==> config.mk <==
export PLATFORM = sky130hd
export DESIGN_NAME = dpram_fifo_ctrl
export DESIGN_NICKNAME = d
export VERILOG_FILES = /design/src/rtl/dpram_fifo_ctrl.sv
export SDC_FILE = /design/constraint.sdc
export NUM_CORES = 1
export LEC_CHECK = 0
export BUFFER_PORTS_ARGS = -buffer_cell sky130_fd_sc_hd__clkbuf_2
export CAP_MARGIN = 20
export CORE_MARGIN = 2
export CORE_UTILIZATION = 45
export CTS_CLUSTER_DIAMETER = 80
export DETAILED_ROUTE_END_ITERATION = 6
export GPL_TIMING_DRIVEN = 0
export MAX_ROUTING_LAYER = met4
export PLACE_DENSITY = 0.91
export REMOVE_ABC_BUFFERS = 1
export SYNTH_ARGS = -nofsm -noshare
export SYNTH_HDL_FRONTEND = slang
export SYNTH_SLANG_ARGS = --single-unit
==> constraint.sdc <==
create_clock -name clk -period 3.8 [get_ports clk]
set_input_delay 0.76 -clock clk [delete_from_list [all_inputs] [get_ports clk]]
set_output_delay 0.76 -clock clk [all_outputs]
set_load 0.005 [all_outputs]
==> src/rtl/dpram_fifo_ctrl.sv <==
// dpram_fifo_ctrl
// Controller that turns an external dual-port RAM into a 2**AD deep FIFO.
// Port A of the RAM is written by the FIFO push side and port B is read by
// the pop side; the RAM's port B output is registered, so popped data
// appears on dout one clock after the read is accepted.
//
// Ports
//   clk, rst          : single clock, asynchronous active-high reset
//   wr_en, din        : push request and data; full reports no space
//   rd_en             : pop request; empty reports no data
//   dout, dout_vld    : popped word (straight from ram_dout_b) and its valid
//   count             : occupancy 0..2**AD
//   wr_err, rd_err    : one-clock pulse after a rejected push / pop
//   ram_*             : DPRAM control, address and data pins
//
// Handshake: a push is accepted in a cycle where wr_en=1 and full=0, and a
// pop is accepted where rd_en=1 and empty=0; both are judged on the flags
// as they stand before the clock edge. A request seen while its flag blocks
// it is dropped (no retry) and reported on wr_err / rd_err. dout_vld=1 marks
// the single cycle in which dout carries the word popped one cycle earlier.
module dpram_fifo_ctrl #(
    parameter int WD = 8,
    parameter int AD = 4
) (
    input  logic          clk,
    input  logic          rst,
    input  logic          wr_en,
    input  logic [WD-1:0] din,
    output logic          full,
    input  logic          rd_en,
    output logic [WD-1:0] dout,
    output logic          dout_vld,
    output logic          empty,
    output logic [AD:0]   count,
    output logic          wr_err,
    output logic          rd_err,
    output logic          ram_cs_n,
    output logic          ram_aw_r_n,
    output logic [AD-1:0] ram_addr_a,
    output logic [WD-1:0] ram_din_a,
    output logic          ram_bw_r_n,
    output logic [AD-1:0] ram_addr_b,
    input  logic [WD-1:0] ram_dout_b
);

    localparam logic [AD:0] PTR_ONE = {{AD{1'b0}}, 1'b1};

    // Pointers carry one extra wrap bit so full and empty are distinguishable
    // when the RAM addresses coincide.
    logic [AD:0] wr_ptr;
    logic [AD:0] rd_ptr;
    logic        wr_acc;
    logic        rd_acc;

    assign empty = (wr_ptr == rd_ptr);
    assign full  = (wr_ptr[AD] != rd_ptr[AD]) &&
                   (wr_ptr[AD-1:0] == rd_ptr[AD-1:0]);
    // Modulo 2**(AD+1) difference is exactly the occupancy.
    assign count = wr_ptr - rd_ptr;

    // rst gates the accepts so the RAM sees no write strobe while in reset,
    // even though full reads 0 then.
    assign wr_acc = wr_en && !full && !rst;
    assign rd_acc = rd_en && !empty && !rst;

    assign ram_cs_n   = rst;
    assign ram_aw_r_n = wr_acc;
    assign ram_addr_a = wr_ptr[AD-1:0];
    assign ram_din_a  = din;
    assign ram_bw_r_n = 1'b0;
    assign ram_addr_b = rd_ptr[AD-1:0];
    assign dout       = ram_dout_b;

    always_ff @(posedge clk or posedge rst) begin
        if (rst) begin
            wr_ptr   <= '0;
            rd_ptr   <= '0;
            dout_vld <= 1'b0;
            wr_err   <= 1'b0;
            rd_err   <= 1'b0;
        end else begin
            if (wr_acc) wr_ptr <= wr_ptr + PTR_ONE;
            if (rd_acc) rd_ptr <= rd_ptr + PTR_ONE;
            dout_vld <= rd_acc;
            wr_err   <= wr_en && full;
            rd_err   <= rd_en && empty;
        end
    end

endmodule

# Word level (Yosys, flattened, before mapping)
# Index checks and enable logic that the tools add are counted.
[totals]
elab_cells = 21
ff_bits = 13
memories = 0
romBits = 0
latch_bits = 0
input_bits = 20
output_inout_bits = 37
mem_bits_rw = 0
[op_classes]
n_mux = 0
reduce_logical = 10
eq_ne = 3
mul = 0
order_cmp = 0
n_addsub = 3
bitwise_logic = 0
n_div = 0
n_shift = 0
[op_table]
columns = ["op", "count"]
rows = [
  ["$add 5x1->5 const B", 2],
  ["$logic_and 1x1->1", 7],
  ["$eq 5x5->1", 1],
  ["$sub 5x5->5", 1],
  ["$eq 4x4->1", 1],
  ["$logic_not 1->1", 3],
  ["$ne 1x1->1", 1],
]

# Depth between registers and ports, before layout
# Gate-level depths: netlist of run 1.
[depth]
ltp_word = 5
depth_mapped = 7
depth_no_buf = 7

# Worst setup path before layout of run 1
# No wires, ideal clock.
[synth_path]
path_type = "register -> output"
start = "register wr_ptr[0]"
end = "output count[4]"
required_time_ns = 3.040
path_stages_with_launch = 8
arrival_time_ns = 1.524
path_slack_ns = 1.516
cell_sequence = "dfrtp_1 inv_1 ha_1 inv_1 fa_1 a21o_1 a21oi_1 xnor2_1"
[synth_between]
elab_chain_len = 1
[synth_rtl]
columns = ["item", "line_no", "text"]
rows = [
  ["start: declaration", "50", "logic [AD:0] wr_ptr;"],
  ["start signal: assignment", "82", "if (wr_acc) wr_ptr <= wr_ptr + PTR_ONE;"],
  ["$sub 5x5->5", "59", "assign count = wr_ptr - rd_ptr;"],
  ["end: declaration", "34", "output logic [AD:0] count,"],
]
# Every way passes these cells.

# Worst setup path in the final report of run 1
# Ends and elaborated chain as after synthesis.

==> results of run 1 <==
==> flip-flops by register name (all words and copies together), names as in the netlist <==
| name | count |
|---|---|
| wr_ptr | 5 |
| rd_ptr | 5 |
| rd_err | 1 |
| dout_vld | 1 |
| wr_err | 1 |
==> power groups by stage <==
stage	Combinational (uW)	Sequential, uW	Clock, uW
floorplan	327	264	0
detailed placement	528	273	0
finish	530	271	81.9
global placement	508	267	0
CTS	532	271	83.2
global route	586	281	88.1
==> cells by family after synthesis <==
family,Yosys count,share of synthesized area (%)
AO/OA/AOI/OAI,7,5.14
multiplexers,1,1.62
flip-flops,13,35.2
AND/OR/NAND/NOR,17,11.2
buffers and inverters,33,24.0
other,1,0.406
adder cells (fa/ha/maj),7,10.3
XOR/XNOR,12,12.2
==> placed cells by master (no fill, tap or decap), types with 2 or more instances in the layout <==
| master | instances |
|---|---|
| sky130_fd_sc_hd__inv_1 | 7 |
| sky130_fd_sc_hd__xor2_1 | 5 |
| sky130_fd_sc_hd__clkbuf_2 | 23 |
| sky130_fd_sc_hd__nand2_1 | 3 |
| sky130_fd_sc_hd__a21oi_1 | 2 |
| sky130_fd_sc_hd__xnor2_1 | 6 |
| sky130_fd_sc_hd__a21o_1 | 2 |
| sky130_fd_sc_hd__nand4_1 | 4 |
| sky130_fd_sc_hd__dfrtp_1 | 13 |
| sky130_fd_sc_hd__ha_1 | 6 |
| sky130_fd_sc_hd__and2_1 | 2 |
| sky130_fd_sc_hd__clkbuf_4 | 3 |
| sky130_fd_sc_hd__nor2_1 | 2 |
==> critical path, stage by stage, from the launching register on <==
cell and delay (ns):
sky130_fd_sc_hd__dfrtp_1 0.41, sky130_fd_sc_hd__inv_1 0.14, sky130_fd_sc_hd__ha_1 0.16, sky130_fd_sc_hd__inv_1 0.06, sky130_fd_sc_hd__fa_1 0.40, sky130_fd_sc_hd__a21o_1 0.19
sky130_fd_sc_hd__a21oi_1 0.20, sky130_fd_sc_hd__xnor2_1 0.14, sky130_fd_sc_hd__clkbuf_2 0.13
==> layer usage <==
| metal | routed length, um | part of all wire, % |
|---|---|---|
| met1 | 810 | 44 |
| met2 | 773 | 42 |
| met3 | 228 | 12 |
| met4 | 19 | 1.0 |
| met5 | 0 | 0 |
==> area by class of cell <==
class,instances,area [um2]
clock buffers,4,26.3
fillers,192,1040
inverters,7,26.3
multi-input cells,45,378
flip-flops and latches,13,325
well taps,27,33.8
repair buffers,23,115
==> worst max path at each step <==
| stage | startpoint | endpoint | slack [ns] |
|---|---|---|---|
| after floorplan | wr_ptr[0] | count[4] | 1.50 |
| after global placement | wr_ptr[0] | count[4] | 1.30 |
| after detailed placement | wr_ptr[0] | count[4] | 1.25 |
| after CTS | wr_ptr[0] | count[4] | 0.94 |
| after global routing | wr_ptr[0] | count[4] | 0.86 |
| final | wr_ptr[0] | count[4] | 0.94 |
==> stage by stage <==
step / worst slack [ns] / util [%] / cell area (um2)
2_1_floorplan: 1.50 / - / 729
3_3_place_gp: 1.30 / 45.2 / 878
3_5_place_dp: 1.25 / 45.2 / 878
4_1_cts: 0.939 / 46.6 / 905
5_1_grt: 0.862 / 46.6 / 905
6_report: 0.937 / 46.6 / 905
==> load_flow_metrics.sql, run 1 <==
INSERT INTO impl_metrics (metric_group, metric, value, unit) VALUES
('grt', 'grt-busiest-layer', 'met2', ''),
('clocking', 'ctsLongestPathBuffers', '2', ''),
('yosys', 'synthCells', '91', ''),
('detailed_routing', 'detail_route.drc_violations', '0', ''),
('clocking', 'insertion_delay', '0.27', 'ns'),
('detailed_routing', 'dr_total_vias', '595', ''),
('setup_path', 'worstReg2RegEnd', 'rd_ptr[4]', ''),
('yosys', 'synth_largest_area_cell', 'sky130_fd_sc_hd__dfrtp_1', ''),
('detailed_routing', 'avgViaCountPerCell', '5.00', ''),
('die', 'die_boundary_height', '49.3', 'um'),
('die', 'die_area', '2430', 'um2'),
('grt', 'globalRouteTotalUtil', '15.5', '%'),
('timing', 'max_freq', '349', 'MHz'),
('grt', 'number_of_global_route_vias_before_repair', '562', ''),
('clocking', 'number_of_resized_instances_in_the_post_cts_repair_step', '0', ''),
('detailed_routing', 'ant_nets', '0', ''),
('detailed_routing', 'postRouteWirelength', '1830', 'um'),
('clocking', 'h_tree_depth', '1', ''),
('yosys', 'post-synth-top-count-cell', 'sky130_fd_sc_hd__buf_4', ''),
('setup_path', 'timing.critical_path.fanout_max', '3', ''),
('flow_run', 'cap_viol_max_count', '0', ''),
('outcome', 'outcome', 'completed', ''),
('power', 'internal_power', '504', 'uW'),
('min_path', 'holdPathStages', '1', ''),
('layout', 'drive_gt1_share', '34.8', '%'),
('yosys', 'synth_enable_flop_cells', '0', ''),
('timing', 'worst_hold_slack', '0.525', 'ns'),
('grt', 'number_of_antenna_violations_at_the_first_check_in_global_routing', '0', ''),
('setup_path', 'worst_reg_to_reg_cells', '6', ''),
('grt', 'met2_usage', '20.0', '%'),
('yosys', 'synth_area_leaders', 'sky130_fd_sc_hd__dfrtp_1 35%, sky130_fd_sc_hd__buf_4 21%, sky130_fd_sc_hd__ha_1 8.1%', ''),
('timing', 'final_period_minus_worst_setup_slack', '2.86', 'ns'),
('yosys', 'synth.cell_area', '925', 'um2'),
('yosys', 'synth-warning-count', '0', ''),
('setup_path', 'cp_data_required_time', '3.04', 'ns'),
('timing', 'final-setup-viol-count', '0', ''),
('setup_path', 'r2r_slack', '1.93', 'ns'),
('setup_path', 'crit_start_category', 'flop', ''),
('die', 'start_util', '47.6', '%'),
('placement', 'place.detailed.hpwl', '1490', 'um'),
('die', 'floorplan.die.width', '49.3', 'um'),
('layout', 'instances_no_fill', '119', ''),
('timing', 'clock-skew-final', '0.00725', 'ns'),
('grt', 'grt.met1_usage', '19.1', '%'),
('grt', 'grt_start_max_net_pins', '15', ''),
('setup_path', 'cp.arrival', '2.10', 'ns'),
('timing', 'tns', '0', 'ns'),
('die', 'placement_row_count', '16', ''),
('detailed_routing', 'detail_route.first_pass.iterations', '4', ''),
('setup_path', 'worstSetupPathType', 'flop to output port', ''),
('layout', 'nNetsFinal', '120', ''),
('power', 'power.net_switching', '379', 'uW'),
('die', 'io_pins', '57', ''),
('grt', 'grt_pass1_wl', '2730', 'um'),
('power', 'pwr-share-clk', '9.3', '%'),
('placement', 'number_of_instances_in_the_placed_design', '115', ''),
('detailed_routing', 'drt-initial-drc-count', '7', ''),
('clocking', 'post_cts.repair.setup_buffers', '0', ''),
('yosys', 'ys_types', '25', ''),
('timing', 'slew_headroom', '65.2', '%'),
('detailed_routing', 'detail_route.wl_per_cell', '15.4', 'um'),
('yosys', 'sequential_cell_area_fraction_in_the_yosys_report', '35.2', '%'),
('timing', 'timing.final.max_slew_violations', '0', ''),
('clocking', 'cts.clk_slew.worst_paths', '0.08', 'ns'),
('min_path', 'holdCritPathClass', 'flop to flop', ''),
('setup_path', 'worst_r2r_startpoint', 'rd_ptr[2]', ''),
('power', 'power_per_cell_area', '976', 'nW/um2'),
('grt', 'grt.overflow.total', '0', ''),
('power', 'switching_share', '42.9', '%'),
('timing', 'rsz_0062_raised_after_global_routing', 'no', ''),
('power', 'totalPowerFinal', '883', 'uW');
Power figures use the tool's default switching activity.
==> inputs of run 2 (changes only) <==
Settings changed: ABC_AREA set to 1, CORE_UTILIZATION 45 to 41, PLACE_DENSITY 0.91 to 0.84.
Clock period 3.8 ns to 2.5 ns, I/O delays scaled along.
==> run 2 against run 1 <==
Compared with the run above: critical path type unchanged; via count up 44%; combinational power up 42%; largest power group unchanged; worst setup slack worse by 0.77 ns; non-clock buffer count unchanged; synthesized area up 20%.
==> load_flow_metrics.sql, run 2 <==
INSERT INTO impl_metrics (metric_group, metric, value, unit) VALUES
('power', 'power_per_cell_area', '1170', 'nW/um2'),
('min_path', 'holdCritPathClass', 'primary input to async pin', ''),
('placement', 'globalplace.congestion', '0.810', ''),
('power', 'vdd_drop_max', '585', 'uV'),
('yosys', 'yosys.area.top_type_share', '29.3', '%'),
('clocking', 'ctsLongestPathBuffers', '2', ''),
('layout', 'largest_regs', 'rd_ptr (5), wr_ptr (5)', ''),
('setup_path', 'worst_setup_path_end_kind', 'output port', ''),
('power', 'power.leakage', '0.000652', 'uW'),
('setup_path', 'slowest_delay', '0.43', 'ns'),
('setup_path', 'critical_path.most_common_cell', 'sky130_fd_sc_hd__inv_1', ''),
('yosys', 'synthCells', '145', ''),
('detailed_routing', 'detail_route.wl_per_cell', '12.1', 'um'),
('die', 'io_pins', '57', ''),
('grt', 'grt_pass1_wl', '3190', 'um'),
('die', 'coreArea', '2520', 'um2'),
('layout', 'antenna_cells_inserted', '0', ''),
('yosys', 'synth-warning-count', '0', ''),
('clocking', 'tritoncts_num_sinks', '13', ''),
('clocking', 'post_cts.repair.setup_buffers', '0', ''),
('timing', 'fin_crit_sh', '93.3', '%'),
('yosys', 'sequential_cell_area_fraction_in_the_yosys_report', '29.3', '%'),
('timing', 'tns', '0', 'ns'),
('timing', 'tightestPinTransition', '0.865', 'ns'),
('timing', 'clock-skew-final', '0.00545', 'ns'),
('layout', 'layout_common_cells', '37 x sky130_fd_sc_hd__nand2_1, 23 x sky130_fd_sc_hd__clkbuf_2, 19 x sky130_fd_sc_hd__inv_1', ''),
('grt', 'number_of_antenna_violations_at_the_first_check_in_global_routing', '0', ''),
('timing', 'timing.final.max_slew_violations', '0', ''),
('yosys', 'ys_types', '22', ''),
('yosys', 'synth.cell_area', '1110', 'um2'),
('grt', 'number_of_global_route_vias_before_repair', '675', ''),
('yosys', 'synth_enable_flop_cells', '0', ''),
('grt', 'grt.overflow.total', '0', ''),
('setup_path', 'critical-path-slowest-cell', 'sky130_fd_sc_hd__dfrtp_1', ''),
('layout', 'syn_to_final_growth', '-2.93', '%'),
('detailed_routing', 'postRouteWirelength', '2090', 'um'),
('yosys', 'async_flop_share', '100', '%'),
('grt', 'globalRouteTotalUtil', '13.4', '%'),
('detailed_routing', 'ant_nets', '0', ''),
('yosys', 'postSynth.topFlopCell', 'sky130_fd_sc_hd__dfrtp_1', ''),
('clocking', 'insertion_delay', '0.29', 'ns'),
('setup_path', 'cp_data_required_time', '2.00', 'ns'),
('layout', 'leading_cell_type_in_the_layout_fill_and_taps_excluded', 'sky130_fd_sc_hd__nand2_1', ''),
('clocking', 'cts.clk_slew.worst_paths', '0.08', 'ns'),
('clocking', 'cts_made_buffers', '3', ''),
('setup_path', 'crit_start_category', 'flop', ''),
('die', 'die_boundary_height', '56.0', 'um'),
('detailed_routing', 'avgViaCountPerCell', '4.94', ''),
('clocking', 'h_tree_depth', '1', ''),
('timing', 'rsz_0062_raised_after_global_routing', 'no', ''),
('yosys', 'synth_area_leaders', 'sky130_fd_sc_hd__dfrtp_1 29%, sky130_fd_sc_hd__buf_4 18%, sky130_fd_sc_hd__nand2_1 13%', ''),
('timing', 'final_period_minus_worst_setup_slack', '2.33', 'ns'),
('clocking', 'cts_tree', 'built', ''),
('yosys', 'syn_area_per_cell', '7.65', 'um2'),
('die', 'start_util', '44.0', '%'),
('timing', 'max_freq', '429', 'MHz'),
('setup_path', 'worst_r2r_startpoint', 'rd_ptr[1]', ''),
('yosys', 'post-synth-top-count-cell', 'sky130_fd_sc_hd__nand2_1', ''),
('detailed_routing', 'detail_route.first_pass.iterations', '4', ''),
('die', 'placement_row_count', '18', ''),
('setup_path', 'r2r_slack', '0.89', 'ns'),
('setup_path', 'worstSetupPathType', 'flop to output port', ''),
('die', 'die_area', '3140', 'um2'),
('timing', 'hold_viol_final', '0', ''),
('timing', 'final-setup-viol-count', '0', ''),
('setup_path', 'crit_path_cell_trace', 'inv_1 > ha_1 > inv_1 > fa_1 > nand3_1 > nand2_1 > xor2_1 > clkbuf_2', ''),
('setup_path', 'cp.arrival', '1.83', 'ns'),
('die', 'floorplan.die.width', '56.0', 'um'),
('setup_path', 'worst_reg_to_reg_cells', '8', ''),
('power', 'totalPowerFinal', '1260', 'uW'),
('flow_run', 'cap_viol_max_count', '0', ''),
('detailed_routing', 'drt-initial-drc-count', '16', ''),
('setup_path', 'timing.critical_path.fanout_max', '5', ''),
('clocking', 'post_cts_hold_buffer_count', '0', ''),
('grt', 'grt_start_max_net_pins', '25', ''),
('placement', 'port_buffers', '23', ''),
('setup_path', 'worstReg2RegEnd', 'rd_ptr[1]', ''),
('layout', 'nNetsFinal', '171', ''),
('clocking', 'number_of_resized_instances_in_the_post_cts_repair_step', '0', ''),
('detailed_routing', 'dr_total_vias', '855', ''),
('detailed_routing', 'detail_route.drc_violations', '0', ''),
('placement', 'place.detailed.hpwl', '1660', 'um'),
('clocking', 'cts.root.buffer_cell', 'sky130_fd_sc_hd__clkbuf_4', ''),
('yosys', 'synth_top_cells_by_count', '37 x sky130_fd_sc_hd__nand2_1, 27 x sky130_fd_sc_hd__buf_4, 19 x sky130_fd_sc_hd__inv_1', ''),
('outcome', 'outcome', 'completed', ''),
('layout', 'drive_gt1_share', '23.8', '%'),
('yosys', 'synth_largest_area_cell', 'sky130_fd_sc_hd__dfrtp_1', ''),
('timing', 'slew_headroom', '42.3', '%'),
('yosys', 'synth-seq-cells', '13', '');
## run 2: cell types whose count changed after synthesis, sizes merged, moves of 3 or more
cell,before,now
buf,26,29
inv,7,20
nand2,3,41
nand3,0,7
nand4,4,11
nor2,3,10
xnor2,7,0
xor2,5,2
## run 2: worst max-delay path by stage
stage	startpoint	to	slack, ns	cells past startpoint
6_report	wr_ptr[0]	count[4]	0.17	8
3_3_place_gp	rst	ram_aw_r_n	0.40	5
4_1_cts	wr_ptr[0]	count[4]	0.16	8
5_1_grt	rd_ptr[0]	count[4]	0.02	7
3_5_place_dp	rst	ram_aw_r_n	0.40	5
2_1_floorplan	wr_ptr[0]	count[4]	0.66	7
## run 2: area by class of cell
cell class / instances / area, um2
well taps: 30 / 37.5
flip-flops and latches: 13 / 325
fillers: 258 / 1450
multi-input cells: 83 / 498
clock buffers: 4 / 26.3
repair buffers: 23 / 115
inverters: 20 / 75.1
## run 2: routing by layer
metal  vias to the layer above  share of wire (%)  track usage (%)
met2                        46                 40             15.6
li1                        427                  -                -
met1                       377                 46             17.2
met4                         0                1.5             5.10
met3                         5                 13             10.0
met5                         -                  0                -
## run 2: power breakdown
part / switching [uW] / internal, uW / leakage (uW)
Sequential: 98.9 / 276 / 0.000170
Clock: 73.1 / 62.1 / 0.0000150
Combinational: 422 / 328 / 0.000468
Total: 594 / 666 / 0.000652
## run 2: kinds of logic (layout without fill, tap and decap cells)
group | Yosys count | in the layout | synth area share, %
buffers and inverters | 49 | 47 | 25.8
adder cells (fa/ha/maj) | 7 | 7 | 8.57
other | 1 | 1 | 0.338
AND/OR/NAND/NOR | 70 | 70 | 32.6
flip-flops | 13 | 13 | 29.3
AO/OA/AOI/OAI | 3 | 3 | 1.80
XOR/XNOR | 2 | 2 | 1.58
## run 2: stage by stage
| stage | utilization, % | cells | cell area, um2 | hold WS, ns | worst slack [ns] |
|---|---|---|---|---|---|
| 2_1_floorplan | - | 116 | 898 | 0.483 | 0.661 |
| 3_5_place_dp | 41.7 | 169 | 1050 | 0.522 | 0.399 |
| 6_report | 42.7 | 173 | 1080 | 0.403 | 0.168 |
| 4_1_cts | 42.7 | 173 | 1080 | 0.418 | 0.161 |
| 3_3_place_gp | 41.7 | 169 | 1050 | 0.513 | 0.399 |
| 5_1_grt | 42.7 | 173 | 1080 | 0.468 | 0.0204 |
## run 2: critical path: cells and delay by family, from the launching register on
| kind | cells | cell delay, ns |
|---|---|---|
| buf+inv | 3 | 0.30 |
| xor+xnor | 1 | 0.12 |
| flops | 1 | 0.43 |
| simple gates | 2 | 0.15 |
| fa+ha+maj | 2 | 0.54 |
